==> src/rtl/crc_tx_pkg.sv <==
// Shared types and constants for the CRC-16 transmit frame controller.
// State encoding, output-buffer load selector, engine init value and engine latency.
package crc_tx_pkg;

    typedef enum logic [2:0] {
        IDLE,
        CLR,
        FEED,
        WAIT,
        NEXT,
        CRC_HI,
        CRC_LO
    } state_e;

    typedef enum logic [1:0] {
        LOAD_NONE,
        LOAD_DATA,
        LOAD_CRC_HI,
        LOAD_CRC_LO
    } obuf_load_e;

    localparam logic [15:0] CRC_INIT       = 16'hFFFF;
    localparam int          CRC_ENGINE_LAT = 7;

endpackage

==> src/rtl/crc_tx_frame_obuf.sv <==
// One-entry downstream holding register with sop/eop sideband.
// A load picks the data byte or one half of the CRC; otherwise the entry drains on handshake.
module crc_tx_frame_obuf
    import crc_tx_pkg::*;
(
    input  logic        clk,
    input  logic        sclr,
    input  obuf_load_e  i_load,
    input  logic [7:0]  i_byte,
    input  logic        i_sop,
    input  logic [15:0] i_crc,
    input  logic        i_ready,
    output logic [7:0]  o_data,
    output logic        o_valid,
    output logic        o_sop,
    output logic        o_eop
);

    logic [7:0] r_data;
    logic       r_valid;
    logic       r_sop;
    logic       r_eop;

    always_ff @(posedge clk) begin
        if (sclr) begin
            r_data  <= 8'h00;
            r_valid <= 1'b0;
            r_sop   <= 1'b0;
            r_eop   <= 1'b0;
        end else begin
            case (i_load)
                LOAD_DATA: begin
                    r_data  <= i_byte;
                    r_valid <= 1'b1;
                    r_sop   <= i_sop;
                    r_eop   <= 1'b0;
                end
                LOAD_CRC_HI: begin
                    r_data  <= i_crc[15:8];
                    r_valid <= 1'b1;
                    r_sop   <= 1'b0;
                    r_eop   <= 1'b0;
                end
                LOAD_CRC_LO: begin
                    r_data  <= i_crc[7:0];
                    r_valid <= 1'b1;
                    r_sop   <= 1'b0;
                    r_eop   <= 1'b1;
                end
                default: begin
                    if (r_valid && i_ready) begin
                        r_valid <= 1'b0;
                        r_sop   <= 1'b0;
                        r_eop   <= 1'b0;
                    end
                end
            endcase
        end
    end

    assign o_data  = r_data;
    assign o_valid = r_valid;
    assign o_sop   = r_sop;
    assign o_eop   = r_eop;

endmodule

==> src/rtl/crc_tx_frame_ctrl.sv <==
// Frame sequencer feeding an external byte-serial CRC-16 engine and appending the CRC bytes.
// Optional framing checks enabled by defining CRC_TX_PROTO_CHK_EN.
module crc_tx_frame_ctrl
    import crc_tx_pkg::*;
(
    input  logic        clk,
    input  logic        sclr,
    input  logic [7:0]  s_data,
    input  logic        s_valid,
    input  logic        s_sop,
    input  logic        s_eop,
    output logic        s_ready,
    output logic [7:0]  m_data,
    output logic        m_valid,
    output logic        m_sop,
    output logic        m_eop,
    input  logic        m_ready,
    output logic        crc_sclr,
    output logic [7:0]  crc_data,
    output logic        crc_en,
    input  logic [15:0] crc_result,
    input  logic        crc_ok,
    output logic        err_proto
);

    state_e      r_state;
    logic [7:0]  r_byte;
    logic        r_eop;
    logic        r_okSeen;
    logic        r_outDone;
    logic [15:0] r_crc;

    logic        w_accept;
    logic        w_mValid;
    logic        w_mFire;
    logic        w_waitDone;
    logic [15:0] w_crcNow;
    obuf_load_e  w_load;
    logic [7:0]  w_loadByte;
    logic        w_loadSop;

    assign s_ready    = ((r_state == IDLE) || (r_state == NEXT)) && !sclr;
    assign w_accept   = s_valid && s_ready;
    assign w_mFire    = w_mValid && m_ready;
    assign w_waitDone = (r_okSeen || crc_ok) && (r_outDone || w_mFire);
    assign w_crcNow   = ((r_state == WAIT) && crc_ok) ? crc_result : r_crc;
    assign crc_sclr   = sclr || (r_state == CLR);
    assign crc_en     = (r_state == FEED);
    assign crc_data   = r_byte;
    assign m_valid    = w_mValid;

    // The output buffer is loaded on the edge that enters FEED / CRC_HI / CRC_LO,
    // so the byte is presented in the same cycle the state is entered.
    always_comb begin
        w_load     = LOAD_NONE;
        w_loadByte = r_byte;
        w_loadSop  = 1'b0;
        case (r_state)
            CLR: begin
                w_load    = LOAD_DATA;
                w_loadSop = 1'b1;
            end
            NEXT: begin
                if (w_accept) begin
                    w_load     = LOAD_DATA;
                    w_loadByte = s_data;
                end
            end
            WAIT: begin
                if (w_waitDone && r_eop) w_load = LOAD_CRC_HI;
            end
            CRC_HI: begin
                if (w_mFire) w_load = LOAD_CRC_LO;
            end
            default: ;
        endcase
    end

`ifdef CRC_TX_PROTO_CHK_EN
    logic r_errProto;
    assign err_proto = r_errProto;
`else
    logic w_unusedSop;
    assign w_unusedSop = s_sop;
    assign err_proto   = 1'b0;
`endif

    always_ff @(posedge clk) begin
        if (sclr) begin
            r_state   <= IDLE;
            r_byte    <= 8'h00;
            r_eop     <= 1'b0;
            r_okSeen  <= 1'b0;
            r_outDone <= 1'b0;
            r_crc     <= CRC_INIT;
`ifdef CRC_TX_PROTO_CHK_EN
            r_errProto <= 1'b0;
`endif
        end else begin
            case (r_state)
                IDLE: begin
`ifdef CRC_TX_PROTO_CHK_EN
                    if (w_accept && !s_sop) begin
                        r_errProto <= 1'b1;
                    end else if (w_accept) begin
                        r_byte  <= s_data;
                        r_eop   <= s_eop;
                        r_state <= CLR;
                    end
`else
                    if (w_accept) begin
                        r_byte  <= s_data;
                        r_eop   <= s_eop;
                        r_state <= CLR;
                    end
`endif
                end
                CLR: begin
                    r_okSeen  <= 1'b0;
                    r_outDone <= 1'b0;
                    r_state   <= FEED;
                end
                FEED: begin
                    r_outDone <= w_mFire;
                    r_state   <= WAIT;
                end
                WAIT: begin
                    if (crc_ok) begin
                        r_okSeen <= 1'b1;
                        r_crc    <= crc_result;
                    end
                    if (w_mFire) r_outDone <= 1'b1;
                    if (w_waitDone) begin
                        r_okSeen  <= 1'b0;
                        r_outDone <= 1'b0;
                        r_state   <= r_eop ? CRC_HI : NEXT;
                    end
                end
                NEXT: begin
                    if (w_accept) begin
                        r_byte  <= s_data;
                        r_eop   <= s_eop;
                        r_state <= FEED;
`ifdef CRC_TX_PROTO_CHK_EN
                        if (s_sop) r_errProto <= 1'b1;
`endif
                    end
                end
                CRC_HI: begin
                    if (w_mFire) r_state <= CRC_LO;
                end
                CRC_LO: begin
                    if (w_mFire) r_state <= IDLE;
                end
                default: r_state <= IDLE;
            endcase
        end
    end

    crc_tx_frame_obuf u_obuf (
        .clk     (clk),
        .sclr    (sclr),
        .i_load  (w_load),
        .i_byte  (w_loadByte),
        .i_sop   (w_loadSop),
        .i_crc   (w_crcNow),
        .i_ready (m_ready),
        .o_data  (m_data),
        .o_valid (w_mValid),
        .o_sop   (m_sop),
        .o_eop   (m_eop)
    );

endmodule

==> config.mk <==
export PLATFORM = sky130hd
export DESIGN_NAME = crc_tx_frame_ctrl
export DESIGN_NICKNAME = d
export VERILOG_FILES = /design/src/rtl/crc_tx_pkg.sv /design/src/rtl/crc_tx_frame_obuf.sv /design/src/rtl/crc_tx_frame_ctrl.sv
export SDC_FILE = /design/constraint.sdc
export NUM_CORES = 1
export LEC_CHECK = 0
export ABC_AREA = 0
export CAP_MARGIN = 20
export CORE_MARGIN = 5
export CORE_UTILIZATION = 48
export CTS_CLUSTER_DIAMETER = 80
export DETAILED_ROUTE_END_ITERATION = 16
export PLACE_DENSITY = 0.8
export SLEW_MARGIN = 20
export SYNTH_ARGS = -nofsm -noshare
export SYNTH_HDL_FRONTEND = slang
export SYNTH_SLANG_ARGS = --single-unit
==> constraint.sdc <==
create_clock -name clk -period 3.7 [get_ports clk]
set_clock_uncertainty 0.1 [all_clocks]
set_input_delay 0.74 -clock clk [delete_from_list [all_inputs] [get_ports clk]]
set_output_delay 0.74 -clock clk [all_outputs]
set_load 0.02 [all_outputs]
# --- Yosys cells after proc, flatten, opt, wreduce, memory -nomap -nowiden ---
# Cells that the tools add are included.
op_classes:
  n_eq_ne: 16
  mux: 26
  reduce_logical: 27
ops:
  columns: ["op", "n"]
  rows:
  - ["$pmux 8 s3", 1]
  - ["$pmux 3 s7", 1]
  - ["$mux 16", 1]
  - ["$mux 8", 2]
  - ["$mux 3", 5]
  - ["$reduce_bool 3->1", 4]
  - ["$ne 2x2->1 const B", 5]
  - ["$eq 3x3->1 const B", 3]
  - ["$mux 1", 9]
  - ["$pmux 2 s4", 1]
  - ["$reduce_and 2->1", 4]
  - ["$eq 3x2->1 const B", 2]
  - ["$logic_and 1x1->1", 6]
  - ["$ne 3x3->1 const B", 2]
  - ["$pmux 1 s2", 3]
  - ["$reduce_or 2->1", 3]
  - ["$reduce_and 5->1", 1]
  - ["$eq 2x2->1 const B", 2]
  - ["$logic_or 1x1->1", 4]
  - ["$mux 2", 2]
  - ["$reduce_bool 2->1", 2]
  - ["$eq 3x1->1 const B", 1]
  - ["$logic_not 3->1", 1]
  - ["$pmux 1 s3", 1]
  - ["other kinds (3)", 3]
word_totals:
  register_bits: 41
  wordCells: 79

# --- Logic depth before layout (Yosys ltp) ---
depth:
  depth_word: 9
  depth_mapped: 11
  mapped_depth_nobuf: 9

# --- Cells and area by module ---
# From an unflattened synthesis, not the netlist that was laid out.
hier_totals:
  cells_unflattened: 218
  area_unflattened_um2: 2153.3
modules_own_cells:
  columns: ["mod", "instances", "cells_each", "area_each_um2", "seq_area_each_um2"]
  rows:
  - ["crc_tx_frame_ctrl", 1, 154, 1508.9, 600.6]
  - ["crc_tx_frame_obuf", 1, 64, 644.4, 220.2]

# --- Least setup slack after synthesis ---
# Ideal clock, no wire load.
synth_timing:
  path_type: "in2reg"
  start: "in sclr"
  end: "reg u_obuf.r_data[6], in the netlist u_obuf.o_data[6]"
  setup_ps: 91
  arrival_time_ps: 2635
  slack_ps: 874
  cell_stages: 11
  path_buffers: 4
  path_cell_list: "buf_2 nor4b_2 buf_2 a32oi_1 ha_1 buf_6 nor2_1 buf_4 and4_1 a31oi_1 a311oi_1"
synth_between:
  elab_chain_len: 7
  word_cells_on_any_way: 12
synth_lines:
  columns: ["item", "line_no", "rtl"]
  rows:
  - ["start: declaration", "crc_tx_frame_ctrl.sv:7", "input logic sclr,"]
  - ["$logic_not 1->1", "crc_tx_frame_ctrl.sv:42", "assign s_ready = ((r_state == IDLE) || (r_state == NEXT)) && !sclr;"]
  - ["$logic_and 1x1->1", "crc_tx_frame_ctrl.sv:42", null]
  - ["$logic_and 1x1->1", "crc_tx_frame_ctrl.sv:43", "assign w_accept = s_valid && s_ready;"]
  - ["$mux 1", "crc_tx_frame_ctrl.sv:64", "if (w_accept) begin"]
  - ["$pmux 2 s4", "crc_tx_frame_ctrl.sv:58", "case (r_state)"]
  - ["$eq 2x2->1 or $eq 2x1->1 (tied branches)", "crc_tx_frame_obuf.sv:31", "case (i_load)"]
  - ["$pmux 8 s3 or $reduce_bool 3->1 (tied branches)", null, null]
  - ["end signal: assignment", "crc_tx_frame_obuf.sv:33", "r_data <= i_byte;"]
  - ["end signal: assignment", "crc_tx_frame_obuf.sv:39", "r_data <= i_crc[15:8];"]
  - ["end signal: assignment", "crc_tx_frame_obuf.sv:45", "r_data <= i_crc[7:0];"]
  - ["end: declaration", "crc_tx_frame_obuf.sv:19", "logic [7:0] r_data;"]
# Parallel ways exist; a longest one is shown, timed or not.
# A chain may end at the register's enable or synchronous reset.

# --- Final worst setup path ---
layout_timing:
  start: "in sclr"
  end: "out s_ready"
layout_between:
  elab_chain_len: 2
layout_lines:
  columns: ["item", "line_no", "rtl"]
  rows:
  - ["$logic_not 1->1", "crc_tx_frame_ctrl.sv:42", null]
  - ["$logic_and 1x1->1", "crc_tx_frame_ctrl.sv:42", null]
  - ["end: declaration", "crc_tx_frame_ctrl.sv:12", "output logic s_ready,"]
# Every way passes these cells.

==> summary.txt <==
Worst path arrival time -> 2.34 ns
Slew HR -> 55.94%
Pwr dens -> 489.3 mW/mm2
DP Area -> 0.002507 mm2
DPL Wire Length -> 3555 um
Critical path endpoint category -> primary output
Setup-failing EPs final -> 0
Syn Inst Count -> 221
Post-synthesis register bit count -> 41
Global-route wire length before repair -> 7935 um
Fin. Hold Viols -> 0
Crit Path Class -> input pin to primary output
Iter 0 DRT Violations -> 110
Pins Over Slew Limit -> 0
Num CTS Buffers -> 5
Fin crit period -> 3.177 ns
Root buf cell -> clkbuf_8
CTS Buffer Depth -> 2
Req. time, crit path -> 2.86 ns
Initial antenna violation count -> 0
Switching Fraction -> 31.98%
Worst Tran Pin Value -> 0.6600 ns
Via-to-Cell Ratio -> 5.574
Initial core utilization -> 49.39%
Final wirelength -> 4886 um
Yosys cell types -> 36
Core area -> 0.004000 mm2
Largest net degree at the start of global routing -> 22
Min-Delay Path Class -> flip-flop to flip-flop
Sequential share of power -> 43.4%
Die Height -> 74.16 um
RSZ-0062 raised after global routing -> no
Clock transition at the registers of the reported paths -> 0.07 ns
Comb pwr share -> 29.6%
DRC viols -> 0
Post-Layout Cell Count -> 319
Routed vias -> 1778
Static Leak -> 1.031 nW
Critical Path Source Type -> input pin
Fillcell total -> 344
GRT Util Overall -> 18.73%
Share of cells above drive strength 1 -> 10.04%
# rows -> 23
Layout Nets -> 304
Status -> finished clean
Die Wd -> 74.16 um
Num ports -> 54
Clock sink count -> 41
Post-synth net total -> 256
Power share of the clock group -> 27.0%
Design area -> 0.002611 mm2
Max Freq -> 314.8 MHz
Synth warnings -> 0
Die area -> 0.005499 mm2
Antenna diodes -> 0
Crit share post-route -> 85.86%
Max-cap viol count -> 0
Internal -> 0.0008691 W
# Post-CTS Setup Buffers -> 0
Max FO, Critical Path -> 9
Peak VDD IR -> 0.4292 mV
Vias in the first global route -> 1697
1st-pass router iterations -> 4
Area of the mapped netlist -> 0.001976 mm2
Total power -> 0.001278 W
Total grt overflow -> 0
# resized after CTS -> 0
Sequential fraction of the synthesis area -> 41.55%
Gpl congestion -> 0.8997
Synthesized area per cell -> 8.940 um2
Hold Buf Count CTS -> 0
Sw power -> 0.0004086 W
Clock H-tree levels -> 2
Area growth, synth to finish -> 32.17%
Final ANT Viol Nets -> 0
Fin Setup TNS -> 0 ns
Placed Cells incl. Taps -> 312
WL per Instance -> 15.32 um
Buffers added on ports -> 51
Worst skew pair latency -> 0.29 ns
CTS tree -> built
-- logic make-up after synthesis --
logic type,after synthesis,synth area share (%)
other cells,1,0.1898
fa+ha+maj,4,2.533
simple gates,77,20.46
compound gates,58,20.39
flops,41,41.55
buf+inv,24,5.889
mux,16,8.993
-- per-stage QoR --
stage          hold WS (ns)  util (%)  setup slack (ns)
2_1_floorplan        0.3434         -            0.8740
5_1_grt              0.3921     65.28            0.4709
6_report             0.3787     65.28            0.5232
3_3_place_gp         0.3532     62.68            0.4078
3_5_place_dp         0.3629     62.68            0.4215
4_1_cts              0.3798     65.28            0.5367
-- layout make-up --
| class | instances | area (um2) | share of cell area, % |
|---|---|---|---|
| multi-input combinational | 156 | 1039 | 39.77 |
| clock buffer | 5 | 68.82 | 2.635 |
| timing repair buffer | 57 | 555.5 | 21.27 |
| sequential | 41 | 820.8 | 31.43 |
| tap | 50 | 62.56 | 2.396 |
| inverter | 8 | 30.03 | 1.150 |
| clock inverter | 2 | 35.03 | 1.342 |
-- critical path, cell delays in order --
cell and delay [ns]:
clkdlybuf4s50_1 0.51, buf_4 0.22, nor3_1 0.20, clkdlybuf4s50_1 0.66
-- synthesized netlist by cell type --
cell type | instances | area share [%]
dfxtp_1 | 41 | 42
nand2_1 | 33 | 6.3
a21oi_1 | 15 | 3.8
nor2_1 | 15 | 2.8
a31oi_1 | 10 | 3.2
nand2b_1 | 10 | 3.2
clkbuf_1 | 9 | 1.7
a2bb2oi_1 | 8 | 3.5
a311oi_1 | 8 | 3.5
and4_1 | 8 | 3.5
inv_1 | 8 | 1.5
mux2i_1 | 8 | 4.1
mux2_2 | 6 | 3.4
o21ai_0 | 6 | 1.5
ha_1 | 4 | 2.5
nor3_1 | 4 | 1.0
buf_2 | 3 | 0.76
a211oi_1 | 2 | 0.76
buf_4 | 2 | 0.76
buf_6 | 2 | 1.1
mux2_4 | 2 | 1.5
nand3_1 | 2 | 0.51
o221a_2 | 2 | 1.1
a21bo_2 | 1 | 0.51
a21o_1 | 1 | 0.38
a22oi_1 | 1 | 0.38
a32oi_1 | 1 | 0.44
conb_1 | 1 | 0.19
nand3b_1 | 1 | 0.38
nand4b_1 | 1 | 0.44
nand4b_4 | 1 | 1.2
nor4b_2 | 1 | 0.76
o2111ai_1 | 1 | 0.44
o21a_1 | 1 | 0.38
o31ai_1 | 1 | 0.38
or2_2 | 1 | 0.32
-- path summary, 6_finish.rpt --
kind	start	to	slack (ns)	cells past startpoint
min	r_crc[1]	r_crc[1]	0.38	2
min reg2reg	r_crc[1]	r_crc[1]	0.38	2
max reg2reg	r_state[2]	u_obuf.o_data[0]	0.88	9
max	sclr	s_ready	0.52	4
-- state kept, by name (all words and copies together) (netlist names) --
name and flops:
u_obuf.o_data 8, r_okSeen 1, u_obuf.o_eop 1, r_eop 1, r_crc 16, u_obuf.o_valid 1, r_outDone 1, crc_data 8
u_obuf.o_sop 1, r_state 3
-- power groups by stage --
stage          clock network (W)  registers (W)  logic (W)
3_3_place_gp                   0       0.000561   0.000371
5_1_grt                 0.000364       0.000562   0.000411
2_1_floorplan                  0       0.000575   0.000205
6_report                0.000344       0.000555   0.000378
4_1_cts                 0.000350       0.000553   0.000380
3_5_place_dp                   0       0.000563   0.000376
-- cells in the final DEF (no fill, tap or decap), types with 6 or more instances in the layout --
cell type        Yosys  routed
and4_1               8       8
o21ai_0              6       6
dfxtp_1             41      41
a311oi_1             8       8
nand2b_1            10      10
clkdlybuf4s50_1      0      51
buf_4                2       6
a21oi_1             15      15
nor2_1              15      15
a31oi_1             10      10
inv_1                8       8
mux2_2               6       6
mux2i_1              8       8
a2bb2oi_1            8       8
nand2_1             33      33
-- metal layers --
metal	vias to the layer above	part of all wire (%)	routed length [um]	track usage, %
li1	886	-	-	-
met1	832	47	2299	24.50
met2	56	47	2288	29.72
met3	4	5.2	255	5.135
met4	0	0.88	43	6.640
met5	-	0	0	0
Note: power is estimated with default switching activity, not from simulation.
